File: src/rtl/diffeq_trace_collector.sv
// Decimated trajectory capture for the diffeq2 solver, streamed out through a FWFT register FIFO.
// Optional macro DIFFEQ_TRACE_STEP_TAG_EN widens each sample with the step count at capture time.
module diffeq_trace_collector #(
    parameter int unsigned DECIM = 1,
    parameter int unsigned DEPTH = 8
) (
    input  logic         clk,
    input  logic         reset,
    input  logic         sol_reset,
    input  logic [31:0]  in_a,
    input  logic [31:0]  in_x,
    input  logic [31:0]  in_y,
    input  logic [31:0]  in_u,
`ifdef DIFFEQ_TRACE_STEP_TAG_EN
    output logic [111:0] out_data,
`else
    output logic [95:0]  out_data,
`endif
    output logic         out_valid,
    input  logic         out_ready,
    output logic         out_last,
    output logic         busy,
    output logic         done,
    output logic [15:0]  step_cnt,
    output logic [15:0]  drop_cnt
);

`ifdef DIFFEQ_TRACE_STEP_TAG_EN
    localparam int unsigned DW = 112;
`else
    localparam int unsigned DW = 96;
`endif
    localparam int unsigned AW = $clog2(DEPTH);

    typedef enum logic [2:0] {
        StIdle,
        StArm,
        StRun,
        StFinal,
        StDone
    } state_e;

    state_e state_q, state_d;

    logic [DW-1:0] mem_q [DEPTH];
    logic          last_q [DEPTH];
    logic [AW-1:0] rd_ptr_q, wr_ptr_q;
    logic [AW:0]   count_q;
    logic [15:0]   dec_q;

    logic          full, pop, converged;
    logic          push_req, push_last, push_ok, step_evt;
    logic [DW-1:0] push_word;

    assign full      = (count_q == (AW + 1)'(DEPTH));
    assign out_valid = (count_q != '0);
    assign out_data  = mem_q[rd_ptr_q];
    assign out_last  = last_q[rd_ptr_q];
    assign pop       = out_valid && out_ready;
    assign converged = (in_x >= in_a);

`ifdef DIFFEQ_TRACE_STEP_TAG_EN
    assign push_word = {step_cnt, in_u, in_y, in_x};
`else
    assign push_word = {in_u, in_y, in_x};
`endif

    always_comb begin
        state_d   = state_q;
        push_req  = 1'b0;
        push_last = 1'b0;
        step_evt  = 1'b0;
        unique case (state_q)
            StIdle: begin
                if (sol_reset) state_d = StArm;
            end
            StArm: begin
                if (!sol_reset) state_d = StRun;
            end
            StRun: begin
                if (sol_reset) begin
                    state_d = StArm;
                end else if (converged) begin
                    push_req  = 1'b1;
                    push_last = 1'b1;
                end else begin
                    step_evt = 1'b1;
                    push_req = (dec_q == 16'd0);
                end
            end
            StFinal: begin
                if (sol_reset) begin
                    state_d = StArm;
                end else begin
                    push_req  = 1'b1;
                    push_last = 1'b1;
                end
            end
            StDone: begin
                if (sol_reset) state_d = StArm;
            end
            default: state_d = StIdle;
        endcase
        // A slot freed by a same-cycle pop lets a push into a full FIFO through.
        push_ok = push_req && (!full || pop);
        if (push_last) state_d = push_ok ? StDone : StFinal;
    end

    always_ff @(posedge clk) begin
        if (reset) begin
            state_q  <= StIdle;
            busy     <= 1'b0;
            done     <= 1'b0;
            step_cnt <= '0;
            drop_cnt <= '0;
            dec_q    <= '0;
            rd_ptr_q <= '0;
            wr_ptr_q <= '0;
            count_q  <= '0;
            for (int unsigned i = 0; i < DEPTH; i++) begin
                mem_q[i]  <= '0;
                last_q[i] <= 1'b0;
            end
        end else begin
            state_q <= state_d;
            busy    <= (state_d == StRun) || (state_d == StFinal);
            done    <= (state_d == StDone);

            if (state_q == StArm) begin
                step_cnt <= '0;
                drop_cnt <= '0;
                dec_q    <= '0;
            end

            if (step_evt) begin
                step_cnt <= step_cnt + 16'd1;
                dec_q    <= (dec_q == 16'(DECIM - 1)) ? 16'd0 : dec_q + 16'd1;
            end

            // The final sample is retried rather than dropped.
            if (push_req && !push_ok && !push_last && (drop_cnt != 16'hFFFF)) begin
                drop_cnt <= drop_cnt + 16'd1;
            end

            if (push_ok) begin
                mem_q[wr_ptr_q]  <= push_word;
                last_q[wr_ptr_q] <= push_last;
                wr_ptr_q         <= wr_ptr_q + AW'(1);
            end

            if (pop) rd_ptr_q <= rd_ptr_q + AW'(1);

            if (push_ok && !pop) begin
                count_q <= count_q + (AW + 1)'(1);
            end else if (!push_ok && pop) begin
                count_q <= count_q - (AW + 1)'(1);
            end
        end
    end

endmodule

File: config.mk
export PLATFORM = sky130hd
export DESIGN_NAME = diffeq_trace_collector
export DESIGN_NICKNAME = d
export VERILOG_FILES = /design/src/rtl/diffeq_trace_collector.sv
export SDC_FILE = /design/constraint.sdc
export NUM_CORES = 1
export LEC_CHECK = 0
export CORE_ASPECT_RATIO = 1.1
export CORE_MARGIN = 2
export CORE_UTILIZATION = 36
export CTS_CLUSTER_DIAMETER = 80
export CTS_CLUSTER_SIZE = 30
export DETAILED_ROUTE_END_ITERATION = 10
export MAX_ROUTING_LAYER = met4
export PLACE_DENSITY = 0.56
export SLEW_MARGIN = 5
export SYNTH_ARGS = -nofsm -noshare
export SYNTH_HDL_FRONTEND = slang
export SYNTH_SLANG_ARGS = --single-unit
export TNS_END_PERCENT = 100
File: constraint.sdc
create_clock -name clk -period 5.2 [get_ports clk]
set_input_delay 1.04 -clock clk [delete_from_list [all_inputs] [get_ports clk]]
set_output_delay 1.04 -clock clk [all_outputs]
set_load 0.02 [all_outputs]
## Yosys cells after proc, flatten, opt, wreduce, memory -nomap -nowiden

Memories as Yosys holds them, arrays and structs flattened. A register that Yosys moved wholly into a read port is not among the register bits.
Cells that the tools add are included.

| word-level totals | value |
|---|---|
| input bits | 132 |
| bits in writable memories | 776 |
| memories kept | 2 |
| bits in registers | 63 |

| operators by class | value |
|---|---|
| reductions and logical operators | 22 |
| add/subtract/negate cells | 7 |
| order comparisons | 1 |
| muxes and demuxes | 37 |
| equal/unequal tests | 9 |

Memory list:

| name | depth | width | read ports | clocked after memory_dff | wr ports | RTL line | source |
|---|---|---|---|---|---|---|---|
| mem_q | 8 | 96 | 1 | 1 | 8 | 45 | `logic [DW-1:0] mem_q [DEPTH];` |
| last_q | 8 | 1 | 1 | 1 | 8 | 46 | `logic last_q [DEPTH];` |

Operator list:

| cell | number |
|---|---|
| 96-bit two-way mux | 1 |
| 96-bit OR reduction | 1 |
| 16-bit two-way mux | 5 |
| 16-bit by 1-bit adder with 16-bit output (second input constant) | 3 |
| 32-bit >= comparator | 1 |
| 3-bit two-way mux | 10 |
| 16-bit logical NOT | 1 |
| 1-bit two-way mux | 16 |
| 16-bit inequality test (second input constant) | 1 |
| 3-bit by 2-bit equality test with 1-bit output (second input constant) | 4 |
| 4-bit two-way mux | 2 |
| 1-bit logical AND | 7 |
| 3-bit by 1-bit adder with 3-bit output (second input constant) | 2 |
| 3-bit equality test (second input constant) | 2 |
| 3-bit case mux with 2 select lines | 1 |
| 2-bit nonzero test | 3 |
| 4-bit by 1-bit adder with 4-bit output (second input constant) | 1 |
| 4-bit equality test (second input constant) | 1 |
| 1-bit logical NOT | 4 |
| 1-bit case mux with 2 select lines | 2 |
| 4-bit nonzero test | 1 |
| 4-bit OR reduction | 1 |
| 4-bit by 1-bit subtractor with 4-bit output (second input constant) | 1 |
| 3-bit by 1-bit equality test with 1-bit output (second input constant) | 1 |
| 3 further kinds | 4 |

## Longest topological paths before layout

Gate-level depths: netlist (run 1).

| depth | value |
|---|---|
| word-level depth | 10 |
| mapped depth | 20 |
| mapped depth without buffers | 16 |

## Least setup slack after synthesis (run 1)

Ideal clock, no wire load.

| timing path | value |
|---|---|
| kind | input to register |
| start | input port in_a[31] |
| end | memory last_q[7], enable pin |
| arrival | 4997 ps |
| path slack | -259 ps |
| cell stages on the path | 12 |
| setup time | 462 ps |
| required time | 4738 ps |
| buffers on the path | 3 |
| path through | inv_1 > ha_1 > nand4_1 > nor4_1 > and3_1 > o31a_1 > buf_6 > o311ai_4 > inv_2 > buf_2 > buf_2 > a41o_1 |

RTL lines:

| element | RTL line | source |
|---|---|---|
| start: declaration | 10 | `input logic [31:0] in_a,` |
| end: declaration | 46 |  |

## Final worst setup path (run 1)

| timing path | value |
|---|---|
| start | input port in_a[1] |
| end | register count_q[3] |

| between the ends | value |
|---|---|
| longest elaborated chain between the ends | 8 |

RTL lines:

| element | RTL line | source |
|---|---|---|
| 32-bit >= comparator * | 60 | `assign converged = (in_x >= in_a);` |
| 1-bit two-way mux * | 83 | `end else if (converged) begin` |
| 1-bit two-way mux * | 81 | `if (sol_reset) begin` |
| 1-bit case mux with 2 select lines * | 73 | `unique case (state_q)` |
| 1-bit logical AND * | 105 | `push_ok = push_req && (!full \|\| pop);` |
| 1-bit logical NOT | 155 | `end else if (!push_ok && pop) begin` |
| 1-bit logical AND | 155 |  |
| 2-bit nonzero test (no line) | n/a |  |
| end signal: assignment | 154 | `count_q <= count_q + (AW + 1)'(1);` |
| end signal: assignment | 156 | `count_q <= count_q - (AW + 1)'(1);` |
| end: declaration | 48 | `logic [AW:0] count_q;` |

Mark *: on every way between the ends. The rest lies on a longest branch, timed or not.
A chain may end at the register's enable or synchronous reset.

==> key figures, run 1 <==
Floorplan
  • Die area: around 110,000 um^2
  • Initial Util: roughly 36%
  • Core Footprint: around 110,000 um^2
  • Die H: between 300 and 400 um
  • IO Pins: about 260
  • Die width: about 320 um
  • Row count: ~130

Yosys
  • Post-synth EDFFs: 776
  • Simple-gate portion of the synthesized area: around 16%
  • Syn_area_per_cell: between 15 and 20 um^2
  • Mapped Nets: 2,711
  • Syn Inst Count: between 2k and 3k
  • Largest family of logic cells by synthesized area: simple AND/OR/NAND/NOR gates
  • Synth Warn #: 0
  • Post-synthesis cell area: 38,550 um^2
  • Top cells by area, synth: edfxtp_1, mux4_2, and2_1
  • Synth Area in Compound Gates: about 1.9%
  • Main synth FF type: edfxtp_1
  • Post-synthesis register bit count: 842
  • Synth area leader: edfxtp_1
  • XOR/XNOR Fraction of Synth Area: 0.3635%
  • Multiplexer area fraction after synthesis: between 10% and 20%
  • Post-synth top area share: ~60%
  • Post-Synth Adder-Cell Area: between 1 and 1.5%
  • Netlist cell types: 62
  • Ys async rst share: 0%
  • Post-synthesis sequential area ratio: roughly 64%

Placement
  • Post-DP HPWL: 65,610 um
  • Dpl cells: around 4.2k
  • Gpl congestion: between 0.7 and 0.8
  • Dpl ws: 203.2 ps
  • Number of I/O port buffers: roughly 260

Critical path
  • Setup Crit Path Kind: primary input to register
  • Worst EP required: about 5800 ps
  • Crit path buf inv count: 4
  • Critical path cell sequence: clkdlybuf4s50_1 -> inv_1 -> ha_1 -> nor2b_1 -> o211a_1 -> o311a_1 -> o31a_1 -> o311ai_4 -> inv_4 -> ha_1 -> inv_1 -> ha_1 -> a21o_1 -> a21oi_1 -> xnor2_1 -> or3_1 -> a21oi_1
  • Register-to-register setup slack: approximately 2200 ps
  • Crit. End Element: register
  • Startpoint types: primary input
  • Crit path max-delay family: compound AO/OA/AOI/OAI gates
  • Worst path most repeated cell: ha_1
  • Worst EP arrival: between 4000 and 5000 ps
  • Critical Path Fanout Max: 3
  • Slowest cell on crit path: clkdlybuf4s50_1
  • CP max stage delay: between 400 and 500 ps

Timing
  • Final setup fails: 0
  • Fmax achieved: between 0.2 and 0.25 GHz
  • Setup WS post-layout: 798.8 ps
  • Max-slew headroom: ~16%
  • Post-layout minimum cycle time: around 4400 ps
  • Worst-Margin Slew: around 1200 ps
  • Period Utilization, post-route: 84.64%
  • RSZ-0062 raised after global routing: no
  • Minimum hold slack: a little under 500 ps
  • Slew Limit Fails: 0
  • Layout Skew: 28.46 ps
  • Final Hold Fails: 0
  • Total Neg Setup Slack: 0 ps

Power
  • Max IR drop VDD: between 200 and 250 uV
  • Total power: 0.01536 W
  • PwrDens: between 300 and 400 nW/um^2
  • Leakage: 16.57 nW

CTS
  • # clock sinks: approximately 840
  • CTS Buf Count: ~40
  • CTS Buffer Depth: 3
  • Reg clk slew, reported paths: between 100 and 150 ps
  • Setup bufs post-CTS: 0
  • Htree depth: 2
  • Post-CTS Hold Buffers: 0
  • Cells resized by post-CTS repair: 0
  • TritonCTS clock tree: yes
  • Worst-Skew Late Latency: about 630 ps
  • Root buf cell: clkbuf_16

Global route
  • Largest net degree at the start of global routing: 59
  • Initial antenna violation count: 10
  • Total GRT Usage: 19.94%
  • First-pass GRT wire length: between 150,000 and 200,000 um
  • Grt total ovfl: 0
  • Vias in the first global route: around 24k

Routing
  • DR iter-0 viols: 1,795
  • Routed length per placed instance: ~25 um
  • # DRC: 0
  • Post-DR vias/cell: roughly 5.3
  • Pre-Repair DR Iteration Count: 5
  • Vias: approximately 22k
  • Drt total wl: around 110,000 um
  • Antenna-violating nets left: 0

Cells and area
  • Synth-to-layout area growth: 18.53%
  • Share of cells above drive strength 1: between 10% and 20%
  • Layout Nets: roughly 3.0k
  • Non-Filler Instances: 4,256

Worst hold path
  • Worst min path class: register to register

Run status
  • Outcome: completed

Flow run
  • Max Cap Violations: 0
cells by family (layout without fill, tap and decap cells):
| kind of cell | count (synthesis) | in the layout |
|---|---|---|
| DFF | 842 | 842 |
| and+or+nand+nor | 1009 | 1009 |
| muxes | 301 | 301 |
| xor gates and xnor gates | 16 | 16 |
| AOI/OAI and AO/OA | 108 | 108 |
| adders and majority gates | 42 | 42 |
| other | 0 | 8 |
| buffers and inverters | 219 | 533 |
synthesized netlist by cell type, types with 14 or more instances:
cell type and count:
a21oi_1 33, and2_1 678, and3_1 109, buf_1 22, clkbuf_1 126, dfxtp_1 66
edfxtp_1 776, ha_1 41, inv_1 50, mux2_2 98, mux4_2 194, nand2_1 54
nand3_1 31, nor2_1 43, nor3_1 18, nor4_1 14, o21ai_0 24
layout make-up:
class | instances | area, um^2
multi-input cells | 1476 | 13140
flip-flops and latches | 842 | 24630
well taps | 1397 | 1748
inverters | 51 | 193.9
diodes | 8 | 20.02
clock buffers | 44 | 1080
repair buffers | 412 | 4559
fillers | 9352 | 60190
clock inverters | 26 | 320.3
routing by layer:
metal	track usage, %	vias to the layer above	part of all wire [%]
met5	-	-	0
met4	4.381	0	2.0
met3	3.130	95	6.1
met2	32.83	633	50
met1	26.03	11709	42
li1	-	10009	-
flip-flops by register name, summed over array words and instances (netlist names), named ones only:
name and flops:
step_cnt 16, count_q 4, mem_q 768, state_q 3
dec_q 16, rd_ptr_q 3, done 1, busy 1
wr_ptr_q 3, drop_cnt 16, last_q 8
worst min-delay path, stage by stage, from the launching register on:
cell     delay (ps)
dfxtp_1         330
nand2_1          50
a21oi_1          60
layout by cell type (no fill, tap or decap), types with 4 or more instances in the layout:
cell type	netlist	layout
buf_12	0	65
nand2_1	54	54
nor3_1	18	15
ha_1	41	41
clkinv_4	0	4
and3_1	109	105
o31ai_1	4	4
a31o_4	0	4
clkdlybuf4s50_1	0	262
xnor2_1	9	9
inv_1	50	50
dfxtp_1	66	63
and3_4	0	4
nand3_1	31	31
clkbuf_16	0	43
or4_1	8	8
a21o_1	13	10
edfxtp_1	776	776
diode_2	0	8
xor2_1	7	7
nor2b_1	6	6
mux4_2	194	194
nand4_1	11	11
o21ai_0	24	24
mux2i_1	8	8
nor4_1	14	14
a21oi_1	33	33
nor3b_1	9	9
buf_4	0	84
and2_1	678	678
or3_1	5	5
mux2_2	98	98
inv_8	0	5
inv_6	0	4
nor2_1	43	43
nand2b_1	13	13
report_power, final:
group | switching [W] | total (W) | internal, W
sequential | 0.000174 | 0.00778 | 0.00760
clock | 0.00234 | 0.00402 | 0.00167
combinational | 0.00174 | 0.00357 | 0.00184
total | 0.00425 | 0.0154 | 0.0111
through the flow:
step / cell area [um^2] / util, %
2_1_floorplan: 38550 / -
3_3_place_gp: 44270 / 41.81
3_5_place_dp: 44270 / 41.81
4_1_cts: 45670 / 43.13
5_1_grt: 45690 / 43.15
6_report: 45690 / 43.15
path summary, 6_finish.rpt:
kind | start | endpoint | cells after the start
worst min-delay path | rd_ptr_q[1] | register | 2
worst max register to register | dec_q[0] | count_q[3] | 15
worst min register to register | rd_ptr_q[1] | register | 2
worst max-delay path | in_a[1] | count_q[3] | 17
No activity file was read; power rests on OpenSTA's default activity.
==> run 2, diff against run 1 <==
- PLACE_DENSITY: 0.56 -> 0.54
- clock period: 5.2 -> 4.6 ns (I/O delays scaled with it)
==> run 2 against run 1 <==
Clock skew grew 6.4 ps. Final area rose by 0.18%. Core utilization grew 0.076 points. Routed wire length down 1.1%. Power rose by 14%. Setup slack worse by 360 ps. Worst hold slack better by 6.5 ps. Clock power up 16%. Global-route usage decreased by 0.24 points. First-iteration DRC count is 3.7% lower. Flip-flop and latch count did not move. Largest cell class unchanged.
==> key figures, run 2 (synthesis gave the netlist of run 1 again) <==
Timing
  • Setup WS post-layout: 434.8 ps
  • Layout Skew: around 35 ps
  • Fmax achieved: ~0.24 GHz
  • Minimum hold slack: a little under 500 ps
  • Final Hold Fails: 0
  • Post-layout minimum cycle time: about 4200 ps
  • Period Utilization, post-route: between 90 and 100%
  • Worst-Margin Slew: 1082 ps
  • Slew Limit Fails: 0
  • RSZ-0062 raised after global routing: no
  • Max-slew headroom: ~27%
  • Final setup fails: 0

Floorplan
  • Die width: 316.0 um
  • IO Pins: between 200 and 300
  • Initial Util: between 30% and 40%
  • Die H: around 350 um
  • Row count: 125
  • Die area: 109,700 um^2
  • Core Footprint: between 100,000 and 150,000 um^2

Global route
  • Largest net degree at the start of global routing: approximately 60
  • Initial antenna violation count: 14
  • Vias in the first global route: 23.86k
  • Total GRT Usage: approximately a fifth
  • Grt total ovfl: 0
  • First-pass GRT wire length: about 160,000 um

Power
  • Clock power share: between 20% and 30%
  • Combinational Power Share: a little under a quarter
  • Psw: roughly 0.0049 W
  • Leakage: approximately 17 nW
  • Max IR drop VDD: roughly 260 uV
  • Sw frac: 28.04%
  • Seq pwr share: about half
  • P_int: 0.01260 W
  • PwrDens: 382.5 nW/um^2

CTS
  • CTS Buffer Depth: 3
  • Cells resized by post-CTS repair: 0
  • TritonCTS clock tree: yes
  • Root buf cell: clkbuf_16
  • Setup bufs post-CTS: 0
  • Post-CTS Hold Buffers: 0
  • Reg clk slew, reported paths: ~100 ps
  • CTS Buf Count: 42
  • Htree depth: 2
  • Worst-Skew Late Latency: 660 ps
  • # clock sinks: around 840

Cells and area
  • Top reg by flops: mem_q
  • Synth-to-layout area growth: 18.73%
  • Most frequent cells in the layout: edfxtp_1, and2_1, clkdlybuf4s50_1
  • Final instance area: 45,770 um^2
  • Layout Nets: between 3k and 4k
  • Non-Filler Instances: roughly 4.3k
  • Final Core Density: between 40% and 50%
  • Max reg flops: 768
  • Share of cells above drive strength 1: between 10% and 20%
  • Most common cell after layout, fill and taps aside: edfxtp_1
  • Fill cell count: about 9.4k

Flow run
  • Max Cap Violations: 0

Routing
  • Routed length per placed instance: around 25 um
  • Antenna-violating nets left: 0
  • Post-DR vias/cell: roughly 5.3
  • Pre-Repair DR Iteration Count: 5
  • DR iter-0 viols: about 1.7k
  • Drt total wl: 105,000 um
  • # DRC: 0
  • Vias: ~22k

Placement
  • Dpl ws: -274.0 ps
  • Number of I/O port buffers: approximately 260
  • Area after DPL: about 44,000 um^2
  • Gpl congestion: 0.7910
  • Post-DP HPWL: 65,560 um
  • Dpl cells: about 4.2k

Run status
  • Outcome: completed

Critical path
  • Worst EP required: 5100 ps
  • Critical Path Fanout Max: 47
  • Setup Crit Path Kind: primary input to register
  • Crit. End Element: register
  • Critical path cell sequence: clkdlybuf4s50_1 -> ha_1 -> nand4_1 -> nor4_1 -> buf_4 -> and3_1 -> o31a_1 -> o311ai_4 -> inv_4 -> buf_4 -> buf_4 -> and3_1
  • Worst path most repeated cell: buf_4
  • R2R cell count: 10
  • Slowest cell on crit path: buf_4
  • Worst EP arrival: approximately 4700 ps
  • Startpoint types: primary input
  • CP max stage delay: between 600 and 700 ps

Worst hold path
  • Worst min path class: register to register
  • Hold Path Cell Cnt: 2
[run 2: cell count changes in the layout (fill, tap and decap cells not counted), sizes merged]
cell	before	now
buf	150	158
bufinv	1	2
clkbuf	44	42
clkinv	11	14
diode	8	10
inv	63	64
[run 2: metrics by stage]
step,setup TNS (ps),total power (W)
global placement,-63450,0.01310
finish,0,0.01751
floorplan,0,0.01137
global route,0,0.01818
detailed placement,-122260,0.01312
CTS,0,0.01777
[run 2: final cells by class]
cell class,instances,area [um^2],area share (%)
Sequential cell,842,24630,53.82
Multi-Input combinational cell,1476,13140,28.71
Timing Repair Buffer,420,4557,9.956
Tap cell,1397,1748,3.819
Clock buffer,42,1051,2.296
Clock inverter,31,422.9,0.9240
Inverter,51,193.9,0.4237
Antenna cell,10,25.02,0.05467
[run 2: path summary, 6_finish.rpt]
path | slack [ps] | startpoint | to
worst max-delay path | 430 | in_x[24] | mem_q[2][28]
worst min-delay path | 490 | rd_ptr_q[1] | register
worst max register to register | 1620 | dec_q[0] | mem_q[2][28]
worst min register to register | 490 | rd_ptr_q[1] | register
[run 2: power groups by stage]
stage	Clock [W]	Sequential [W]	Combinational, W
final	0.00467	0.00872	0.00411
after global routing	0.00504	0.00876	0.00438
after CTS	0.00481	0.00873	0.00423
after detailed placement	0	0.00891	0.00421
after global placement	0	0.00889	0.00421
after floorplan	0	0.00883	0.00254
[run 2: critical path: cells and delay by family]
kind / cells / cell delay [ps]
and+or+nand+nor: 4 / 1160
AOI/OAI and AO/OA: 2 / 360
adders and majority gates: 1 / 330
buffers and inverters: 5 / 1860
[run 2: routing by layer]
layer | part of all wire (%) | up-vias | wire, um | GRT usage (%)
met4 | 1.7 | 0 | 1804 | 3.704
met1 | 43 | 11738 | 45080 | 25.83
li1 | - | 10031 | - | -
met5 | 0 | - | 0 | -
met2 | 50 | 588 | 52340 | 32.84
met3 | 5.5 | 90 | 5772 | 2.771
